### src/rtl/sequenced_tap_mux.sv
// Registered N-input tap selector with direct indexed select and internal sweep.
// Optional zero-tap skipping during sweeps: define SEQ_TAP_ZERO_SKIP_EN.
module sequenced_tap_mux #(
    parameter int NUM_IN     = 7,
    parameter int DATA_WIDTH = 16,
    parameter int SEL_W      = 3
) (
    input  logic                           clk,
    input  logic                           rst,
    input  logic [NUM_IN*DATA_WIDTH-1:0]   in_bus,
    input  logic                           mode,
    input  logic [SEL_W-1:0]               sel,
    input  logic                           sel_valid,
    output logic                           sel_ready,
    input  logic                           start,
    input  logic [SEL_W-1:0]               last_idx,
    output logic [DATA_WIDTH-1:0]          out_data,
    output logic [SEL_W-1:0]               out_idx,
    output logic                           out_last,
    output logic                           out_valid,
    input  logic                           out_ready,
    output logic                           busy,
    output logic                           done,
    output logic                           sel_err
);

    // state   | meaning
    // S_IDLE  | accepting direct requests or a sweep launch
    // S_SWEEP | stepping the counter through taps 0..lim

    typedef enum logic {S_IDLE, S_SWEEP} state_t;

    localparam logic [SEL_W:0]   NUM_IN_X = (SEL_W+1)'(NUM_IN);
    localparam logic [SEL_W-1:0] MAX_IDX  = SEL_W'(NUM_IN-1);

    function automatic logic [DATA_WIDTH-1:0] tap_at(
        input logic [SEL_W-1:0]             idx,
        input logic [NUM_IN*DATA_WIDTH-1:0] bus
    );
        tap_at = '0;
        for (int k = 0; k < NUM_IN; k++) begin
            if (idx == SEL_W'(k)) tap_at = bus[k*DATA_WIDTH +: DATA_WIDTH];
        end
    endfunction

    state_t                state_q, state_d;
    logic [SEL_W-1:0]      cnt_q, cnt_d;
    logic [SEL_W-1:0]      lim_q, lim_d;
    logic                  iss_q, iss_d;
    logic [DATA_WIDTH-1:0] out_data_q, out_data_d;
    logic [SEL_W-1:0]      out_idx_q, out_idx_d;
    logic                  out_last_q, out_last_d;
    logic                  out_valid_q, out_valid_d;
    logic                  done_q, done_d;
    logic                  sel_err_q, sel_err_d;
`ifdef SEQ_TAP_ZERO_SKIP_EN
    logic                  pend_q, pend_d;
    logic [DATA_WIDTH-1:0] pend_data_q, pend_data_d;
    logic [SEL_W-1:0]      pend_idx_q, pend_idx_d;
    logic                  any_q, any_d;
`endif

    logic                  busy_q;
    logic                  free;
    logic                  sel_oor;
    logic                  last_hs;
    logic [DATA_WIDTH-1:0] tap_cur;

    assign busy_q    = (state_q == S_SWEEP);
    assign free      = !out_valid_q || out_ready;
    assign sel_ready = !busy_q && free;
    assign sel_oor   = ({1'b0, sel} >= NUM_IN_X);
    assign last_hs   = out_valid_q && out_ready && out_last_q && busy_q;
    assign tap_cur   = tap_at(cnt_q, in_bus);

    always_comb begin
        state_d     = state_q;
        cnt_d       = cnt_q;
        lim_d       = lim_q;
        iss_d       = iss_q;
        out_data_d  = out_data_q;
        out_idx_d   = out_idx_q;
        out_last_d  = out_last_q;
        out_valid_d = out_valid_q;
        sel_err_d   = sel_err_q;
        done_d      = 1'b0;
`ifdef SEQ_TAP_ZERO_SKIP_EN
        pend_d      = pend_q;
        pend_data_d = pend_data_q;
        pend_idx_d  = pend_idx_q;
        any_d       = any_q;
`endif

        if (out_valid_q && out_ready) out_valid_d = 1'b0;

        case (state_q)
            S_IDLE: begin
                if (sel_ready) begin
                    if (!mode && sel_valid) begin
                        out_data_d  = sel_oor ? '0 : tap_at(sel, in_bus);
                        out_idx_d   = sel;
                        out_last_d  = 1'b1;
                        out_valid_d = 1'b1;
                        sel_err_d   = sel_oor;
                    end else if (mode && start) begin
                        lim_d   = ({1'b0, last_idx} >= NUM_IN_X) ? MAX_IDX : last_idx;
                        cnt_d   = '0;
                        iss_d   = 1'b1;
                        state_d = S_SWEEP;
`ifdef SEQ_TAP_ZERO_SKIP_EN
                        pend_d  = 1'b0;
                        any_d   = 1'b0;
`endif
                    end
                end
            end

            S_SWEEP: begin
`ifdef SEQ_TAP_ZERO_SKIP_EN
                // A nonzero tap waits in the pending slot until the next nonzero
                // tap (or the end of the scan) decides whether it is the last beat.
                if (iss_q) begin
                    if (tap_cur == '0 || !pend_q || free) begin
                        if (tap_cur != '0) begin
                            if (pend_q) begin
                                out_data_d  = pend_data_q;
                                out_idx_d   = pend_idx_q;
                                out_last_d  = 1'b0;
                                out_valid_d = 1'b1;
                                sel_err_d   = 1'b0;
                            end
                            pend_d      = 1'b1;
                            pend_data_d = tap_cur;
                            pend_idx_d  = cnt_q;
                            any_d       = 1'b1;
                        end
                        if (cnt_q == lim_q) iss_d = 1'b0;
                        else                cnt_d = cnt_q + SEL_W'(1);
                    end
                end else if (pend_q) begin
                    if (free) begin
                        out_data_d  = pend_data_q;
                        out_idx_d   = pend_idx_q;
                        out_last_d  = 1'b1;
                        out_valid_d = 1'b1;
                        sel_err_d   = 1'b0;
                        pend_d      = 1'b0;
                    end
                end else if (!any_q) begin
                    state_d = S_IDLE;
                    done_d  = 1'b1;
                end
`else
                if (iss_q && free) begin
                    out_data_d  = tap_cur;
                    out_idx_d   = cnt_q;
                    out_last_d  = (cnt_q == lim_q);
                    out_valid_d = 1'b1;
                    sel_err_d   = 1'b0;
                    if (cnt_q == lim_q) iss_d = 1'b0;
                    else                cnt_d = cnt_q + SEL_W'(1);
                end
`endif
                if (last_hs) begin
                    state_d = S_IDLE;
                    done_d  = 1'b1;
                end
            end

            default: state_d = S_IDLE;
        endcase
    end

    always_ff @(posedge clk) begin
        if (rst) begin
            state_q     <= S_IDLE;
            cnt_q       <= '0;
            lim_q       <= '0;
            iss_q       <= 1'b0;
            out_data_q  <= '0;
            out_idx_q   <= '0;
            out_last_q  <= 1'b0;
            out_valid_q <= 1'b0;
            done_q      <= 1'b0;
            sel_err_q   <= 1'b0;
`ifdef SEQ_TAP_ZERO_SKIP_EN
            pend_q      <= 1'b0;
            pend_data_q <= '0;
            pend_idx_q  <= '0;
            any_q       <= 1'b0;
`endif
        end else begin
            state_q     <= state_d;
            cnt_q       <= cnt_d;
            lim_q       <= lim_d;
            iss_q       <= iss_d;
            out_data_q  <= out_data_d;
            out_idx_q   <= out_idx_d;
            out_last_q  <= out_last_d;
            out_valid_q <= out_valid_d;
            done_q      <= done_d;
            sel_err_q   <= sel_err_d;
`ifdef SEQ_TAP_ZERO_SKIP_EN
            pend_q      <= pend_d;
            pend_data_q <= pend_data_d;
            pend_idx_q  <= pend_idx_d;
            any_q       <= any_d;
`endif
        end
    end

    assign out_data  = out_data_q;
    assign out_idx   = out_idx_q;
    assign out_last  = out_last_q;
    assign out_valid = out_valid_q;
    assign busy      = busy_q;
    assign done      = done_q;
    assign sel_err   = sel_err_q;

endmodule

### config.mk
export PLATFORM = sky130hd
export DESIGN_NAME = sequenced_tap_mux
export DESIGN_NICKNAME = d
export VERILOG_FILES = /design/src/rtl/sequenced_tap_mux.sv
export SDC_FILE = /design/constraint.sdc
export NUM_CORES = 1
export LEC_CHECK = 0
export CORE_MARGIN = 8
export CORE_UTILIZATION = 45
export CTS_CLUSTER_DIAMETER = 150
export DETAILED_ROUTE_END_ITERATION = 6
export HOLD_SLACK_MARGIN = 0.05
export PLACE_DENSITY = 0.87
export SETUP_SLACK_MARGIN = 0.5
export SLEW_MARGIN = 30
export SYNTH_ARGS = -nofsm -noshare
export SYNTH_HDL_FRONTEND = slang
export SYNTH_SLANG_ARGS = --single-unit
### constraint.sdc
create_clock -name clk -period 2.9 [get_ports clk]
set_input_delay 0.29 -clock clk [delete_from_list [all_inputs] [get_ports clk]]
set_output_delay 0.29 -clock clk [all_outputs]
set_load 0.05 [all_outputs]
## Word-level counts from Yosys, hierarchy flattened

Index checks and enable logic that the tools add are counted.

- Register bits: 31
- Latch bits: 0
- Bits in writable memories: 0
- Memory bits (read-only): 0
- Input port bits: 124
- Output and inout port bits: 25
- Word-level logic and storage cells: 108
- Memories: 0

- $add $sub $neg: 1
- Multipliers: 0
- Div/mod/pow operators: 0
- Order comparisons: 2
- Eq/ne operators: 20
- Shift operators: 0
- Multiplexer cells: 55
- Bitwise gates (word level): 2
- Reductions and logical operators: 18

Operators with widths:

| kind | count |
|---|---|
| two-way mux 16 bit | 18 |
| one-hot mux 16 bit (2 select lines) | 1 |
| two-way mux 3 bit | 9 |
| two-way mux 1 bit | 20 |
| == test 3 bit, second input constant | 6 |
| == test 3 x 2 -> 1 bit, second input constant | 4 |
| one-hot mux 3 bit (2 select lines) | 2 |
| inequality test 2 bit, second input constant | 5 |
| one-hot mux 1 bit (2 select lines) | 5 |
| AND reduction 5 bit | 2 |
| logical AND 1 bit | 7 |
| == test 3 x 1 -> 1 bit, second input constant | 2 |
| greater-or-equal comparator 3 bit, second input constant | 2 |
| zero test 3 bit | 2 |
| inequality test 2 x 1 -> 1 bit, second input constant | 2 |
| AND reduction 4 bit | 1 |
| adder 3 x 1 -> 3 bit, second input constant | 1 |
| == test 3 bit | 1 |
| zero test 1 bit | 3 |
| AND reduction 3 bit | 1 |
| inverter 1 bit | 2 |
| OR reduction 2 bit | 1 |
| logical OR 1 bit | 1 |

## Depth between registers and ports, before layout

Gate-level depths: netlist of run 1.

- Depth in word-level cells: 12
- Mapped depth: 11
- Depth with buffers taken out: 6

## Worst setup path after synthesis of run 1

No wires, ideal clock.

- Kind: reg2reg
- From: register cnt_q[2]
- To: register out_data_q[10] (netlist: out_data[10])
- Setup time: 0.134 ns
- Data arrival time: 2.093 ns
- Slack: 0.673 ns
- Stages on the path, launching flop included: 12
- Buffers on the path: 5
- Clock period less this slack: 2.227 ns
- Cell sequence: dfxtp_1 -> clkbuf_1 -> inv_1 -> clkbuf_1 -> ha_1 -> clkbuf_1 -> or2_1 -> clkbuf_1 -> buf_2 -> a221oi_1 -> o211ai_1 -> o221ai_2

- Longest elaborated chain between the ends: 10
- Elaborated cells between the ends (all ways): 16

RTL lines:

| item | RTL line | RTL |
|---|---|---|
| from (decl) | 47 | `logic [SEL_W-1:0] cnt_q, cnt_d;` |
| from (signal assigned) | 194 | `cnt_q <= cnt_d;` |
| zero test 3 bit | 42 | `if (idx == SEL_W'(k)) tap_at = bus[k*DATA_WIDTH +: DATA_WIDTH];` |
| two-way mux 16 bit (6 in a row) | 42 |  |
| two-way mux 16 bit (*) | 42 |  |
| two-way mux 16 bit (*) | 154 | `if (iss_q && free) begin` |
| one-hot mux 16 bit (2 select lines) (*) | 96 | `case (state_q)` |
| to (signal assigned) | 197 | `out_data_q <= out_data_d;` |
| to (decl) | 50 | `logic [DATA_WIDTH-1:0] out_data_q, out_data_d;` |

Every way passes the cells marked *; elsewhere a longest branch is shown, timed or not. The select of a mux whose other input is x is not followed.
A chain may end at the register's enable or synchronous reset.

## Worst setup path in the final report of run 1

- From: input port out_ready
- To: output port sel_ready

- Longest elaborated chain between the ends: 2

RTL lines:

| item | RTL line | RTL |
|---|---|---|
| from (decl) | 21 | `input logic out_ready,` |
| logical OR 1 bit | 70 | `assign free = !out_valid_q \|\| out_ready;` |
| logical AND 1 bit | 71 | `assign sel_ready = !busy_q && free;` |
| to (decl) | 14 | `output logic sel_ready,` |

Every way passes these cells.

==> results of run 1 <==
[worst max-delay path: cells and delay by family]
kind / cells / cell delay [ns]
and+or+nand+nor: 2 / 0.50
buffers and inverters: 2 / 1.17
[per-layer routing]
metal / wire, um / vias up
li1: - / 2136
met1: 5710 / 2205
met2: 7150 / 320
met3: 1590 / 71
met4: 691 / 0
met5: 0 / -
[through the flow]
step	std cells	setup WS, ns
floorplan	509	0.673
global placement	724	0.634
detailed placement	724	0.561
CTS	732	0.563
global route	732	0.524
finish	732	0.643
[flip-flops by register name (all words and copies together), names as in the netlist]
name / count
lim_q: 3
busy: 1
out_idx: 3
out_data: 16
out_valid: 1
cnt_q: 3
iss_q: 1
done: 1
out_last: 1
sel_err: 1
[where the power goes]
part | leakage (nW) | internal [W] | switching [W] | total [W]
Combinational | 1.58 | 0.000296 | 0.000301 | 0.000597
Clock | 0.0402 | 0.000167 | 0.000190 | 0.000357
Sequential | 0.253 | 0.000449 | 0.0000203 | 0.000470
[area by class of cell]
type / instances / area, um2
fillers: 696 / 2780
multi-input cells: 385 / 2700
repair buffers: 165 / 1630
flip-flops and latches: 31 / 622
inverters: 38 / 143
well taps: 105 / 131
clock buffers: 5 / 68.8
clock inverters: 3 / 20.0
[cell usage in the layout (no fill, tap or decap), types with 2 or more instances in the layout]
cell | Yosys | routed
clkdlybuf4s50_1 | 0 | 147
nor2_1 | 40 | 40
nand2_1 | 39 | 39
inv_1 | 37 | 37
a21oi_1 | 36 | 36
a221oi_1 | 31 | 31
dfxtp_1 | 31 | 30
mux2i_1 | 21 | 21
nor2b_1 | 20 | 20
nand2b_1 | 19 | 19
nor3b_1 | 18 | 18
a211oi_1 | 18 | 18
o211ai_1 | 17 | 17
o21ai_0 | 16 | 16
nand3b_1 | 16 | 16
o311ai_0 | 16 | 16
o2bb2ai_1 | 15 | 15
a22o_1 | 15 | 15
buf_4 | 0 | 15
o221ai_2 | 9 | 9
o221ai_1 | 6 | 6
nor3_1 | 5 | 5
clkbuf_8 | 0 | 5
nand3_1 | 4 | 4
xor2_1 | 3 | 3
ha_2 | 0 | 3
or2_1 | 2 | 2
ha_1 | 5 | 2
clkinvlp_4 | 0 | 2
buf_12 | 0 | 2
[worst max path at each step]
stage,cells after the start,endpoint,slack (ns)
after floorplan,11,out_data[10]$_SDFFE_PP0P_,0.67
after global placement,7,out_data[4]$_SDFFE_PP0P_,0.63
after detailed placement,7,out_data[4]$_SDFFE_PP0P_,0.56
after CTS,7,out_data[4]$_SDFFE_PP0P_,0.56
after global routing,4,sel_ready,0.52
final,4,sel_ready,0.64
[logic make-up (layout without fill, tap and decap cells)]
logic type / Yosys count / count (layout)
AO/OA/AOI/OAI: 185 / 185
AND/OR/NAND/NOR: 169 / 169
buffers and inverters: 93 / 211
flip-flops: 31 / 31
multiplexers: 23 / 23
adder cells (fa/ha/maj): 5 / 5
XOR/XNOR: 3 / 3
[repair_timing]
action                     CTS  global route
resized for setup            0             2
setup endpoints to repair    0            11
buffers inserted             0             0
==> results.cfg, run 1 <==
[worst_hold_path]
hold_end = iss_q$_SDFFE_PP0P_
hold_start = iss_q$_SDFFE_PP0P_
holdPathStages = 2
min_path_type = flop to flop

[synth]
ys_ff_latch = 31
yosysTopAreaCellShare = 0.168
synth_fa_ha_area_frac = 0.0169
async_flop_share = 0
syn_nets = 638
yosysSeqAreaShare = 0.168
synth_compound_area_frac = 0.391
synthCells = 509
synth_commonest_cells = clkbuf_1, nor2_1, nand2_1
synth-simple-area-share = 0.248
netlist_area_um2 = 3690
synth_xor_area_frac = 0.00712
synthTopCellsByArea = dfxtp_1, a221oi_1, mux2i_1
yosys.area.top_type = dfxtp_1
yosysMostFrequentCell = clkbuf_1
yosysUniqueCellTypes = 42
synth_top_family_by_area = compound AO/OA/AOI/OAI gates
muxShareOfSynthArea = 0.0661
synth_edf_count = 0
ys_dominant_reg_cell = dfxtp_1
yosysWarnings = 0
syn_avg_cell_area_um2 = 7.25

[sta]
slew_headroom = 0.493
whs_ns = 0.480
rsz0062_at_grt = no
fin_crit_sh = 0.778
finalSetupTns_ns = 0
fmax_mhz = 443
fin_crit_ns = 2.26
skew_ns = 0.00438
hold_viol_final = 0
setup_viol_count_final = 0
tightest_slew_ns = 0.748
drv_slew = 0

[clocking]
cts_tree = yes
cts_hold_buffers = 0
clkLatencyLatePin_ns = 0.29
h-tree-depth = 2
root_buffer = clkbuf_8
numCtsBuffers = 5
cts_buffer_depth = 2
clk_pin_slew_worst_paths_ns = 0.07
cts_num_sinks = 31

[global_route]
grt-busiest-layer = met2
grtUsageMet3 = 0.0558
grt.overflow.total = 0
grt_pass1_wl_um = 23900
antenna_found_initial = 0
grt_use_total = 0.254
first_global_vias = 4828
global_route.usage.met1 = 0.299
grt_max_degree = 65
use_met2 = 0.423

[job]
max_cap_violations = 0

[worst_setup_path]
cp.required_ns = 2.61
critical_path_class = input pin to primary output
crit_path_max_fanout = 6
crit_top_cell = clkdlybuf4s50_1
reg2regPathDepth = 5
r2r_start = busy$_SDFF_PP0_
cpMaxStageDelayCell = clkdlybuf4s50_1
crit_arrival_ns = 1.97
crit_path_start_kind = input pin
max_stage_delay_ns = 0.72
r2r_end = out_data[4]$_SDFFE_PP0P_
startpoint = out_ready
rrSetupSlack_ns = 0.71
path_cells = clkdlybuf4s50_1 -> nor2b_1 -> nor2_1 -> clkdlybuf4s50_1
crit_path_end_kind = primary output

[die]
die_h_um = 107
core_area_um2 = 8090
die_area_um2 = 11400
fp.dieW_um = 107
ios = 149
row_count = 33
initial_utilization = 0.456

[cells_and_area]
antenna_cells = 0
final_layout_size_suffix_gt1_frac = 0.0718
fin_nets = 755
final_area_um2 = 5310
post-route-util = 0.657
area_growth_pct = 43.9

[placement]
post_dp_cell_area_um2 = 5220
place_congestion = 0.939
dp_hpwl_um = 10900
port_buffers = 148

[power]
ir_drop_mv = 0.171
leakagePower_nw = 1.87
p_per_area_nw_per_um2 = 268
finalPower_w = 0.00142

[routing]
drtIter0Drc = 570
viasPerCell = 6.46
vias = 4732
drc = 0
wl_per_cell_um = 20.7
wl_um = 15100
dr.pass1.iters = 6
ant_nets = 0

[status]
status = finished clean
Note: power is estimated with default switching activity, not from simulation.
==> run 2, diff against run 1 <==
- clock period: 2.9 -> 2.1 ns (I/O delays scaled with it)
==> run 2 against run 1 <==
Combinational power increased by 53%. Largest cell class unchanged. Sequential share of layout area fell by 1.4 points. Register-to-register slack got worse by 0.59 ns. Sequential power is 37% higher. Clock skew up 0.0074 ns. Sequential cell count stayed put.
==> results.cfg, run 2 (synthesis results as in run 1) <==
[sta]
skew_ns = 0.0118
tightest_slew_ns = 0.684
setup_viol_count_final = 0
finalSetupTns_ns = 0
fin_crit_ns = 1.98
rsz0062_at_grt = yes
hold_viol_final = 0
slew_headroom = 0.544
fmax_mhz = 505
whs_ns = 0.497
drv_slew = 0
fin_crit_sh = 0.942

[routing]
ant_nets = 0
viasPerCell = 7.04
vias = 5369
drc = 0
dr.pass1.iters = 6
wl_um = 20000
wl_per_cell_um = 26.3
drtIter0Drc = 869

[die]
ios = 149
die_area_um2 = 11400
initial_utilization = 0.456
die_h_um = 107
row_count = 33
core_area_um2 = 8090
fp.dieW_um = 107

[clocking]
cts_buffer_depth = 2
cts_tree = yes
numCtsBuffers = 5
h-tree-depth = 2
clk_pin_slew_worst_paths_ns = 0.09
root_buffer = clkbuf_8
cts_num_sinks = 31
cts_hold_buffers = 0
clkLatencyLatePin_ns = 0.31

[global_route]
grt.overflow.total = 0
grt_use_total = 0.309
grt_pass1_wl_um = 28200
grt_max_degree = 32
first_global_vias = 5451
antenna_found_initial = 0

[placement]
post_dp_cell_area_um2 = 5440
port_buffers = 148
place_congestion = 0.888
dp_hpwl_um = 10900

[power]
p_per_area_nw_per_um2 = 360
ir_drop_mv = 0.370
leakagePower_nw = 2.33

[cells_and_area]
final_common_cell = clkdlybuf4s50_1
antenna_cells = 0
area_growth_pct = 68.0
final_area_um2 = 6200
final_cell_mix = clkdlybuf4s50_1, nor2_1, nand2_1
final_layout_size_suffix_gt1_frac = 0.195
seq_area_um2 = 637
nFillCells = 526
multiInputGateArea_um2 = 3040
fin_nets = 786
largest_reg_flops = 16

[worst_setup_path]
crit_path_end_kind = flop
startpoint = cnt_q[1]$_SDFFE_PP0P_
critical_path_class = flop to flop
r2r_start = cnt_q[1]$_SDFFE_PP0P_
crit_path_start_kind = flop
max_stage_delay_ns = 0.55
rrSetupSlack_ns = 0.12
crit_path_max_fanout = 6
crit_end = out_data[14]$_SDFFE_PP0P_
path_cells = buf_4 -> ha_4 -> clkbuf_16 -> buf_4 -> o311ai_2 -> o211ai_1 -> o211ai_2
r2r_end = out_data[14]$_SDFFE_PP0P_
cpMaxStageDelayCell = o311ai_2
cp.required_ns = 2.34
crit_arrival_ns = 2.21
reg2regPathDepth = 7
crit_top_cell = buf_4

[job]
max_cap_violations = 0

[worst_hold_path]
min_path_type = input pin to flop

[status]
status = finished clean
run 2: area by class of cell:
class | count | share of cell area
multi-input combinational | 385 | 0.489
inverter | 38 | 0.0238
timing repair buffer | 196 | 0.344
clock inverter | 2 | 0.00565
clock buffer | 6 | 0.0133
sequential | 31 | 0.103
tap | 105 | 0.0212
run 2: repair_timing:
action / 4_1_cts / 5_1_grt
buffers inserted: 6 / 3
endpoints found under the setup margin: 40 / 18
cloned: 7 / 6
resized for setup: 75 / 31
pin swaps: 7 / 9
run 2: how the worst min path moves through the flow:
stage	cells past startpoint	end	start
2_1_floorplan	2	lim_q[1]$_SDFFE_PP0P_	last_idx[1]
5_1_grt	2	iss_q$_SDFFE_PP0P_	iss_q$_SDFFE_PP0P_
4_1_cts	2	iss_q$_SDFFE_PP0P_	iss_q$_SDFFE_PP0P_
3_3_place_gp	2	iss_q$_SDFFE_PP0P_	iss_q$_SDFFE_PP0P_
3_5_place_dp	2	iss_q$_SDFFE_PP0P_	iss_q$_SDFFE_PP0P_
6_report	3	lim_q[0]$_SDFFE_PP0P_	last_idx[0]
run 2: through the flow:
stage          setup WS [ns]  utilization  power [W]  cells
6_report               0.121        0.767    0.00224    763
5_1_grt               0.0815        0.767    0.00230    763
4_1_cts                0.422        0.732    0.00215    754
3_5_place_dp          0.0268        0.672    0.00150    733
3_3_place_gp           0.108        0.672    0.00149    733
2_1_floorplan          0.230            -    0.00107    509
run 2: report_power, final:
part | internal (W) | switching [W]
Combinational | 0.000436 | 0.000478
Sequential | 0.000617 | 0.0000286
Clock | 0.000385 | 0.000292
Total | 0.00144 | 0.000798
run 2: routing by layer:
layer | GRT usage | routed length (um) | share of wire | vias up
met3 | 0.0930 | 2860 | 0.14 | 201
li1 | - | - | - | 2211
met5 | 0 | 0 | 0 | -
met2 | 0.515 | 9020 | 0.45 | 541
met1 | 0.338 | 6650 | 0.33 | 2416
met4 | 0.190 | 1510 | 0.076 | 0
run 2: critical path: cells and delay by family (launching register included):
family / cells / cell delay, ns
compound gates: 3 / 0.86
fa+ha+maj: 1 / 0.22
buf+inv: 3 / 0.45
flops: 1 / 0.37
